### src/rtl/seq_detector.sv
// seq_detector: serial pattern detector with Mealy and Moore match flags.
// Watches a qualified serial bit stream for a PAT_W-bit PATTERN (MSB first),
// with optional overlapping matches. Define SEQ_DETECTOR_COUNT_EN to compile
// in the saturating match counter; otherwise match_count is tied to zero.
module seq_detector #(
  parameter int               PAT_W   = 4,
  parameter logic [PAT_W-1:0] PATTERN = 4'b1011,
  parameter int               OVERLAP = 1,
  parameter int               CNT_W   = 8
) (
  input  logic             clk,
  input  logic             rst,
  input  logic             in_valid,
  input  logic             in,
  input  logic             clear,
  output logic             out_mealy,
  output logic             out_moore,
  output logic [CNT_W-1:0] match_count
);

  // The fill counter only needs to reach PAT_W-1, so clog2(PAT_W) bits suffice.
  localparam int                FILL_W   = $clog2(PAT_W);
  localparam logic [FILL_W-1:0] FILL_MAX = FILL_W'(PAT_W - 1);
  localparam logic [FILL_W-1:0] FILL_PRE = FILL_W'(PAT_W - 2);

  typedef enum logic {
    FILL,
    ARMED
  } state_t;

  state_t             state;
  logic [FILL_W-1:0]  fill;
  logic [PAT_W-2:0]   hist;
  logic [PAT_W-1:0]   window;
  logic               match;

  // The candidate pattern is the stored history with the current bit appended.
  assign window    = {hist, in};
  assign match     = in_valid && (state == ARMED) && (window == PATTERN) && !clear;
  assign out_mealy = match;

  // Shift history on each accepted bit, advance fill until armed, register the match.
  always_ff @(posedge clk or posedge rst) begin
    if (rst) begin
      state     <= FILL;
      fill      <= '0;
      hist      <= '0;
      out_moore <= 1'b0;
    end else if (clear) begin
      state     <= FILL;
      fill      <= '0;
      hist      <= '0;
      out_moore <= 1'b0;
    end else begin
      out_moore <= match;
      if (in_valid) begin
        hist <= window[PAT_W-2:0];
        if (match && (OVERLAP == 0)) begin
          fill  <= '0;
          state <= FILL;
        end else if (fill != FILL_MAX) begin
          fill  <= fill + 1'b1;
          state <= (fill == FILL_PRE) ? ARMED : FILL;
        end
      end
    end
  end

`ifdef SEQ_DETECTOR_COUNT_EN
  logic [CNT_W-1:0] count_q;

  // Count matches, saturating at all-ones rather than wrapping.
  always_ff @(posedge clk or posedge rst) begin
    if (rst) begin
      count_q <= '0;
    end else if (clear) begin
      count_q <= '0;
    end else if (match && (count_q != {CNT_W{1'b1}})) begin
      count_q <= count_q + 1'b1;
    end
  end

  assign match_count = count_q;
`else
  assign match_count = '0;
`endif

endmodule

### config.mk
export PLATFORM = sky130hd
export DESIGN_NAME = seq_detector
export DESIGN_NICKNAME = d
export VERILOG_FILES = /design/src/rtl/seq_detector.sv
export SDC_FILE = /design/constraint.sdc
export NUM_CORES = 1
export LEC_CHECK = 0
export BUFFER_PORTS_ARGS = -buffer_cell sky130_fd_sc_hd__buf_2
export CORE_UTILIZATION = 28
export DETAILED_ROUTE_END_ITERATION = 7
export HOLD_SLACK_MARGIN = 0.12
export SLEW_MARGIN = 5
export SYNTH_ARGS = -nofsm -noshare
export SYNTH_HDL_FRONTEND = slang
export SYNTH_SLANG_ARGS = --single-unit
### constraint.sdc
create_clock -name clk -period 3.9 [get_ports clk]
set_input_delay 0.78 -clock clk [delete_from_list [all_inputs] [get_ports clk]]
set_output_delay 0.78 -clock clk [all_outputs]
set_load 0.02 [all_outputs]
==> run summary <==
Die W = 41.04 µm
Yosys top cell area share = 41.06%
depth of the CTS H-tree = 1
Yosys warning total = 0
period utilisation layout = 61.64%
pin count of the biggest net entering global routing = 11
count of cell types in the netlist = 17
GRT overflow = 0
vias per cell = 4.129
# port buffers = 6
final setup vio count = 0
commonest non-fill, non-tap cells in the layout = conb_1, dfrtp_1, buf_2
RSZ-0062 raised after global routing = no
routability cong. = 0.6863
Detail Placement HPWL = 448.3 µm
status = complete, no violations
FF+latch area = 175.2 µm²
Post-CTS Setup Repair Bufs = 0
First-pass DRT Iterations = 1
Post-Syn Area per Cell = 10.67 µm²
Clock Path Buffers = 2
share of cells above drive strength 1 = 25.53%
crit path launch type = input pin
Reg clk slew, reported paths = 50 ps
Core ar. = 0.001366 mm²
GRT met1 Usage = 7.516%
Cell Area, Placed = 425.4 µm²
Fin. Hold Viols = 0
# diodes = 0
DRC errors left = 0
Worst Skew = 2.799 ps
die area = 0.001684 mm²
initial core utilization = 31.23%
Layout Area Growth over Synthesis = 5.865%
CTS tree = yes
root buffer cell = clkbuf_4
clk_lat worst skew = 250 ps
Tmin final = 2404 ps
global route hottest layer = met2
most common cell after layout, fill and taps aside = conb_1
Leakage = 0.0002455 µW
# hold bufs at CTS = 0
clock buffer count from CTS = 3
Worst EP arrival = 1620 ps
Sink Count = 7
antenna viol nets, final = 0
Starting DRT DRC Count = 0
vias in the first global route = 203
Synth area leader = dfrtp_1
final wirelength = 584 µm
vias = 256
crit path max fanout = 6
final hold slack = 444.8 ps
Worst Hold Class = input pin to asynchronous set/reset pin
Synth Register Bits = 7
PwrDens = 378.1 mW/mm²
Post-CTS Resized = 0
Max Slew Vio Count = 0
Gate Count Post-Synth = 40
Synth Cell Area = 426.7 µm²
Fmax = 0.4160 GHz
Nets = 55
first-pass GRT wire length = 793 µm
GRT Resource Usage Total = 7.528%
grt met3 use = 4.891%
top cells by area, synth = dfrtp_1, buf_4, mux2i_1, mux2_4, ha_1
Fillers = 157
area of the multi-input gates = 193.9 µm²
post-synthesis sequential area ratio = 41.06%
setup_tns = 0 ps
type of the worst setup path = input pin to primary output
Data required, critical path = 3120 ps
initial antenna violation count = 0
met2 Usage GRT = 12.50%
Design Area, Final = 451.7 µm²
VDD IR max = 106.9 µV
num rows = 13
IO Pins = 15
Max Cap Viol = 0
Worst Setup End Kind = primary output
routed length per instance = 9.419 µm
die height = 41.04 µm
[state kept, by name, indices dropped and copies added (netlist names)]
name,count
hist,3
fill,2
out_moore,1
state,1
[through the flow]
stage | util [%] | std cells | power [µW] | worst slack [ps]
2_1_floorplan | - | 47 | 107.8 | 1353
3_3_place_gp | 31.14 | 58 | 104.9 | 1486
3_5_place_dp | 31.14 | 58 | 105.1 | 1468
4_1_cts | 33.06 | 62 | 175.6 | 1468
5_1_grt | 33.06 | 62 | 181.3 | 1439
6_report | 33.06 | 62 | 170.8 | 1496
[per-layer routing]
metal | share of wire [%] | vias to the layer above
li1 | - | 126
met1 | 44 | 119
met2 | 45 | 11
met3 | 11 | 0
met4 | 0 | 0
met5 | 0 | -
[cells in the mapped netlist]
cell / instances
nor2_1: 5
ha_1: 2
mux2i_1: 3
o21ai_0: 1
conb_1: 1
buf_6: 1
dfrtp_1: 7
buf_4: 8
nand4_1: 1
and2b_4: 1
inv_1: 2
nor4b_1: 1
clkbuf_2: 1
nand2b_1: 1
nor2b_1: 2
nand4bb_1: 1
mux2_4: 2
[logic make-up after synthesis]
| logic type | share of synthesized area (%) |
|---|---|
| DFF | 41.06 |
| AOI/OAI and AO/OA | 1.172 |
| buffers and inverters | 19.65 |
| and+or+nand+nor | 17.30 |
| adders and majority gates | 5.864 |
| muxes | 14.08 |
| other | 0.8789 |
[worst max-delay path: stages]
cell,delay [ps]
buf_2,160
nand4_1,120
nor4b_1,330
buf_2,240
[report_power, final]
| group | internal, µW | total, µW | leakage [µW] | switching, µW |
|---|---|---|---|---|
| Combinational | 9.70 | 24.6 | 0.000135 | 14.9 |
| Sequential | 76.2 | 79.0 | 0.0000953 | 2.87 |
| Clock | 39.1 | 67.2 | 0.0000150 | 28.1 |
| Total | 125 | 171 | 0.000246 | 45.8 |
[area by class of cell]
| type | instances | share of cell area, % |
|---|---|---|
| inverters | 2 | 1.662 |
| multi-input cells | 28 | 42.94 |
| flip-flops and latches | 7 | 38.78 |
| repair buffers | 6 | 6.648 |
| clock buffers | 4 | 5.817 |
| well taps | 15 | 4.155 |
[path summary, 6_finish.rpt]
check,from,to,slack [ps],cells past startpoint
min,rst,out_moore,440,2
min reg2reg,hist[1],out_moore,480,1
max in group asynchronous,rst,state,3240,2
min in group clk,hist[1],out_moore,480,1
max,in_valid,out_mealy,1500,4
max reg2reg,fill[0],fill[0],2610,3
Power figures use the tool's default switching activity.
